File: config.mk
export PLATFORM = sky130hd
export DESIGN_NAME = alu_arbiter
export DESIGN_NICKNAME = d
export VERILOG_FILES = /design/src/rtl/alu_pkg.sv /design/src/rtl/alu_arbiter_alu.sv /design/src/rtl/alu_arbiter.sv
export SDC_FILE = /design/constraint.sdc
export NUM_CORES = 1
export LEC_CHECK = 0
export ABC_AREA = 1
export CAP_MARGIN = 20
export CORE_ASPECT_RATIO = 1.5
export CORE_MARGIN = 10
export CORE_UTILIZATION = 45
export DETAILED_ROUTE_END_ITERATION = 8
export GPL_TIMING_DRIVEN = 0
export PLACE_DENSITY = 0.78
export SETUP_SLACK_MARGIN = 0.1
export SLEW_MARGIN = 25
export SYNTH_ARGS = -nofsm -noshare
export SYNTH_HDL_FRONTEND = slang
export SYNTH_SLANG_ARGS = --single-unit
File: constraint.sdc
create_clock -name clk -period 2.7 [get_ports clk]
set_clock_uncertainty 0.1 [all_clocks]
set_input_delay 0.27 -clock clk [delete_from_list [all_inputs] [get_ports clk]]
set_output_delay 0.27 -clock clk [all_outputs]
set_load 0.01 [all_outputs]
File: src/rtl/alu_pkg.sv
// alu_pkg: shared definitions for the two-requester ALU arbiter.
//   - op_code localparams (OP_ADD..OP_SHLB) understood by the ALU datapath
//   - state_e: encoding of the arbiter's response-register FSM
package alu_pkg;

    localparam logic [2:0] OP_ADD  = 3'b000;
    localparam logic [2:0] OP_SUB  = 3'b001;
    localparam logic [2:0] OP_AND  = 3'b010;
    localparam logic [2:0] OP_OR   = 3'b011;
    localparam logic [2:0] OP_XOR  = 3'b100;
    localparam logic [2:0] OP_GT   = 3'b101;
    localparam logic [2:0] OP_SHLA = 3'b110;
    localparam logic [2:0] OP_SHLB = 3'b111;

    typedef enum logic {
        ST_IDLE = 1'b0,   // response register empty
        ST_RESP = 1'b1    // response register holds a result
    } state_e;

endpackage

File: src/rtl/alu_arbiter_alu.sv
// alu_arbiter_alu: purely combinational 8-bit ALU datapath.
// Ports:
//   op    in  3  op_code (see alu_pkg)
//   a, b  in  8  operands
//   res   out 8  result
//   carry out 1  carry for add, no-borrow for sub, 0 for every other op
//   gt    out 1  unsigned a > b, independent of op
module alu_arbiter_alu
    import alu_pkg::*;
(
    input  logic [2:0] op,
    input  logic [7:0] a,
    input  logic [7:0] b,
    output logic [7:0] res,
    output logic       carry,
    output logic       gt
);

    logic [8:0] sum;

    assign sum = {1'b0, a} + {1'b0, b};
    assign gt  = (a > b);

    always_comb begin
        res   = 8'h00;
        carry = 1'b0;   // cleared for non-arithmetic ops so no stale carry leaks out
        case (op)
            OP_ADD: begin
                res   = sum[7:0];
                carry = sum[8];
            end
            OP_SUB: begin
                res   = a - b;
                carry = (a >= b);
            end
            OP_AND:  res = a & b;
            OP_OR:   res = a | b;
            OP_XOR:  res = a ^ b;
            OP_GT:   res = {7'b0, gt};
            OP_SHLA: res = {a[6:0], 1'b0};
            OP_SHLB: res = {b[6:0], 1'b0};
            default: res = 8'h00;
        endcase
    end

endmodule

File: src/rtl/alu_arbiter.sv
// alu_arbiter: two requesters share one ALU through round-robin arbitration.
// An accepted op is evaluated in the accept cycle and registered, so the
// result appears one cycle later. A held response can be replaced in the
// same cycle it is consumed, giving one op per cycle throughput.
// Ports:
//   clk, rst                      clock, synchronous active-high reset
//   rX_valid/rX_ready             request handshake for requester X
//   rX_op, rX_a, rX_b             op_code and operands (held until ready)
//   rsp_valid/rsp_ready           response handshake
//   rsp_id, rsp_out               issuing requester and result
//   rsp_carry, rsp_zero, rsp_cflag  carry, result==0, unsigned a>b
//   gnt_cnt0, gnt_cnt1            saturating accept counters
// Optional feature: define ALU_ARB_STATS_EN to add gnt_cnt0/gnt_cnt1 (width CNT_W).
module alu_arbiter
    import alu_pkg::*;
#(
    parameter int CNT_W = 16
) (
    input  logic       clk,
    input  logic       rst,
    input  logic       r0_valid,
    output logic       r0_ready,
    input  logic [2:0] r0_op,
    input  logic [7:0] r0_a,
    input  logic [7:0] r0_b,
    input  logic       r1_valid,
    output logic       r1_ready,
    input  logic [2:0] r1_op,
    input  logic [7:0] r1_a,
    input  logic [7:0] r1_b,
    output logic       rsp_valid,
    input  logic       rsp_ready,
    output logic       rsp_id,
    output logic [7:0] rsp_out,
    output logic       rsp_carry,
    output logic       rsp_zero,
    output logic       rsp_cflag
`ifdef ALU_ARB_STATS_EN
    ,
    output logic [CNT_W-1:0] gnt_cnt0,
    output logic [CNT_W-1:0] gnt_cnt1
`endif
);

    state_e     state_q, state_d;
    logic       ptr_q, ptr_d;           // requester favoured on contention
    logic       id_q, id_d;
    logic [7:0] out_q, out_d;
    logic       carry_q, carry_d;
    logic       zero_q, zero_d;
    logic       cflag_q, cflag_d;

    logic       cap, accept, gnt;
    logic [2:0] alu_op;
    logic [7:0] alu_a, alu_b, alu_res;
    logic       alu_carry, alu_gt;

    // Accept is possible when the register is empty or being drained this
    // cycle; reset blocks it so nothing is taken while rst is high.
    assign cap    = !rst && ((state_q == ST_IDLE) || rsp_ready);
    assign gnt    = r1_valid && (!r0_valid || ptr_q);
    assign accept = cap && (r0_valid || r1_valid);

    assign r0_ready = accept && !gnt;
    assign r1_ready = accept &&  gnt;

    assign alu_op = gnt ? r1_op : r0_op;
    assign alu_a  = gnt ? r1_a  : r0_a;
    assign alu_b  = gnt ? r1_b  : r0_b;

    alu_arbiter_alu u_alu (
        .op    (alu_op),
        .a     (alu_a),
        .b     (alu_b),
        .res   (alu_res),
        .carry (alu_carry),
        .gt    (alu_gt)
    );

    always_comb begin
        state_d = state_q;
        ptr_d   = ptr_q;
        id_d    = id_q;
        out_d   = out_q;
        carry_d = carry_q;
        zero_d  = zero_q;
        cflag_d = cflag_q;
        if (accept) begin
            state_d = ST_RESP;
            ptr_d   = !gnt;             // favour the loser next time
            id_d    = gnt;
            out_d   = alu_res;
            carry_d = alu_carry;
            zero_d  = (alu_res == 8'h00);
            cflag_d = alu_gt;
        end else if (state_q == ST_RESP && rsp_ready) begin
            state_d = ST_IDLE;
        end
    end

    always_ff @(posedge clk) begin
        if (rst) begin
            state_q <= ST_IDLE;
            ptr_q   <= 1'b0;
            id_q    <= 1'b0;
            out_q   <= 8'h00;
            carry_q <= 1'b0;
            zero_q  <= 1'b0;
            cflag_q <= 1'b0;
        end else begin
            state_q <= state_d;
            ptr_q   <= ptr_d;
            id_q    <= id_d;
            out_q   <= out_d;
            carry_q <= carry_d;
            zero_q  <= zero_d;
            cflag_q <= cflag_d;
        end
    end

    assign rsp_valid = (state_q == ST_RESP);
    assign rsp_id    = id_q;
    assign rsp_out   = out_q;
    assign rsp_carry = carry_q;
    assign rsp_zero  = zero_q;
    assign rsp_cflag = cflag_q;

`ifdef ALU_ARB_STATS_EN
    logic [CNT_W-1:0] cnt0_q, cnt0_d, cnt1_q, cnt1_d;

    always_comb begin
        cnt0_d = cnt0_q;
        cnt1_d = cnt1_q;
        if (r0_ready && cnt0_q != {CNT_W{1'b1}}) cnt0_d = cnt0_q + 1'b1;
        if (r1_ready && cnt1_q != {CNT_W{1'b1}}) cnt1_d = cnt1_q + 1'b1;
    end

    always_ff @(posedge clk) begin
        if (rst) begin
            cnt0_q <= '0;
            cnt1_q <= '0;
        end else begin
            cnt0_q <= cnt0_d;
            cnt1_q <= cnt1_d;
        end
    end

    assign gnt_cnt0 = cnt0_q;
    assign gnt_cnt1 = cnt1_q;
`else
    logic [CNT_W-1:0] unused_cnt;
    assign unused_cnt = '0;
`endif

endmodule

==> impl_metrics.env <==
export IMPL_outcome="finished, final reports clean"
export IMPL_finalSetupTns_ps=0
export IMPL_cts_tree="done"
export IMPL_grt_max_degree=11
export IMPL_synth_top_area_cell="nand2_1"
export IMPL_p_per_area_mw_per_mm2=380
export IMPL_synth_top_area_share_pct=17.2
export IMPL_worst_setup_path_start_kind="flop"
export IMPL_final_net_count=546
export IMPL_drtIter0Drc=166
export IMPL_cp_arrival_ps=2680
export IMPL_synth_ff_latch_count=14
export IMPL_setup_viol=0
export IMPL_final_util_pct=77.5
export IMPL_dp_cells=509
export IMPL_final_hold_viol_count=0
export IMPL_cts_root_buf="clkbuf_8"
export IMPL_vias_per_cell=5.33
export IMPL_htree_num_levels=1
export IMPL_slowest_stage="dfxtp_2"
export IMPL_die_area_mm2=0.00816
export IMPL_drive_gt1_share_pct=30.9
export IMPL_floorplan_rows=31
export IMPL_fp_dieW_um=77.2
export IMPL_slew_headroom_pct=70.5
export IMPL_finalWorstSetupSlack_ps=86.8
export IMPL_clock_sinks=14
export IMPL_synth_area_leaders="nand2_1 17%, dfxtp_1 13%, ha_1 12%"
export IMPL_hpwl_um=5790
export IMPL_p_leak_nw=1.76
export IMPL_path_max_fanout=5
export IMPL_synthDistinctLibCells=33
export IMPL_clk_pin_slew_ps=50
export IMPL_slew_violations=0
export IMPL_cpMostUsedCell="nand2_4"
export IMPL_hold_buffers=0
export IMPL_core_area_mm2=0.00481
export IMPL_vias=2906
export IMPL_die_y_um=106
export IMPL_worst_pin_slew_ps=443
export IMPL_start_util_pct=45.9
export IMPL_max_cap_violations=0
export IMPL_fin_crit_sh_pct=96.8
export IMPL_synth_edf_count=0
export IMPL_max_stage_delay_ps=310
export IMPL_yosysSeqAreaShare_pct=12.7
export IMPL_syn_inst=387
export IMPL_fin_cells=545
export IMPL_grt_use_total_pct=17.9
export IMPL_clk_path_buf_depth=2
export IMPL_end_kind="flop"
export IMPL_grt_pass1_wl_um=12400
export IMPL_yosys_top_cells_count="101 x nand2_1, 67 x inv_1, 38 x nand3_1"
export IMPL_antenna_found_initial=0
export IMPL_total_power_mw=1.42
export IMPL_cts_made_buffers=3
export IMPL_drc=0
export IMPL_synth_cell_area_mm2=0.00221
export IMPL_clk_insertion_delay_late_ps=240
export IMPL_synth_flop_cell="dfxtp_1"
export IMPL_synth_fp_nets=452
export IMPL_fin_crit_ps=2610
export IMPL_critPathRequiredTime_ps=2770
export IMPL_io_pins=58
export IMPL_synth_area_per_cell_um2=5.70
export IMPL_io_buffer_count=56
export IMPL_dp_slack_ps=-843
export IMPL_area_growth_pct=69.0
export IMPL_diodes=0
export IMPL_antenna_left=0
export IMPL_grt_overflow=0
export IMPL_place_congestion=0.963
export IMPL_path_cells="inv_2, nand2_4, nand2_4, buf_8, buf_8, nand2_4, o21ai_4, inv_2, ha_4, inv_4, ha_4, o211ai_1, nand3_1, nor2_1, nor2_2, nor2_2, nand2_2, nor2_4, nand3_2, a21oi_2"
export IMPL_fmax_ghz=0.383
export IMPL_hold_class="reg2reg"
export IMPL_peakVddDrop_v=0.000192
export IMPL_routedWlPerCell_um=15.4
export IMPL_synthArstFlopShare_pct=0
export IMPL_first_pass_iters=5
export IMPL_yosys_warnings=0
export IMPL_routed_wirelength_um=8410
export IMPL_grt_pass1_vias=2797
export IMPL_rsz0062_at_grt="true"
export IMPL_path_class="reg2reg"
export IMPL_yosysMostFrequentCell="nand2_1"
==> kinds of logic after synthesis <==
logic type	after synthesis	share of synthesized area, %
compound gates	60	15.8
xor+xnor	3	1.19
fa+ha+maj	22	12.5
buf+inv	81	14.7
flops	14	12.7
simple gates	207	43.2
==> power breakdown <==
group	switching, mW	total [mW]	internal, mW
Sequential	0.0117	0.244	0.232
Combinational	0.547	1.01	0.465
Clock	0.0647	0.163	0.0983
Total	0.623	1.42	0.795
==> critical path: cells and delay by family, from the launching register on <==
kind	cells	cell delay [ps]
compound gates	3	380
fa+ha+maj	2	340
buf+inv	5	510
flops	1	310
simple gates	10	900
==> cell usage in the layout, fill, tap and decap left out, types with 2 or more instances in the layout <==
master	Yosys	layout
buf_6	2	3
ha_2	0	3
nor2_4	2	4
nand2_4	3	8
inv_2	4	11
dfxtp_1	14	13
o211ai_1	2	2
nand3_4	0	2
nor3_4	0	2
clkbuf_8	0	3
inv_4	0	3
nand3_1	38	31
nor2_1	30	21
clkdlybuf4s50_1	0	55
inv_1	67	57
o21ai_0	25	11
nor3_2	0	2
nor2_2	1	8
nand2_1	101	81
o22ai_1	3	3
xor2_1	3	3
ha_1	22	10
nor3_1	7	3
ha_4	0	9
a21oi_1	19	15
nand2_2	6	21
buf_8	0	5
o21ai_2	2	3
buf_4	1	28
a21oi_2	1	5
o21ai_1	2	5
nand3b_1	5	5
nand3_2	3	8
nand4_1	10	10
o21ai_4	0	10
clkbuf_1	6	3
==> state kept, by name (all words and copies together), names as in the netlist <==
register and flops:
rsp_zero 1, rsp_valid 1, rsp_id 1, rsp_carry 1, ptr_q 1, rsp_out 8, rsp_cflag 1
==> timing repair <==
item,CTS,global route
cloned,2,1
gates resized for setup,60,80
setup buffers,20,10
pin swaps,21,38
endpoints found under the setup margin,13,8
==> cell type report <==
type / instances / area [µm²]
plain buffers: 10 / 118
clock buffers: 3 / 41.3
fillers: 368 / 1080
inverters: 71 / 274
multi-input cells: 292 / 2050
flip-flops and latches: 14 / 282
well taps: 66 / 82.6
repair buffers: 89 / 880
==> routing by layer <==
layer	track usage [%]	routed length, µm
met1	18.8	3250
met4	7.46	357
met5	0	0
met2	34.4	4450
met3	2.38	352
==> final timing paths <==
path,cells after the start,endpoint,start,slack [ps]
worst min-delay path,2,rsp_out[1]$_SDFFE_PP0P_,rsp_out[1]$_SDFFE_PP0P_,370
worst max-delay path,20,rsp_zero$_SDFFE_PP0P_,ptr_q$_SDFFE_PP0P_,90
worst max register to register,20,rsp_zero$_SDFFE_PP0P_,ptr_q$_SDFFE_PP0P_,90
worst min register to register,2,rsp_out[1]$_SDFFE_PP0P_,rsp_out[1]$_SDFFE_PP0P_,370
==> through the flow <==
| stage | hold slack, ps | area, µm² |
|---|---|---|
| after floorplan | 351 | 2210 |
| after detailed placement | 357 | 2860 |
| final | 366 | 3730 |
| after global placement | 352 | 2860 |
| after CTS | 366 | 3290 |
| after global routing | 407 | 3730 |
No activity file was read; power rests on OpenSTA's default activity.
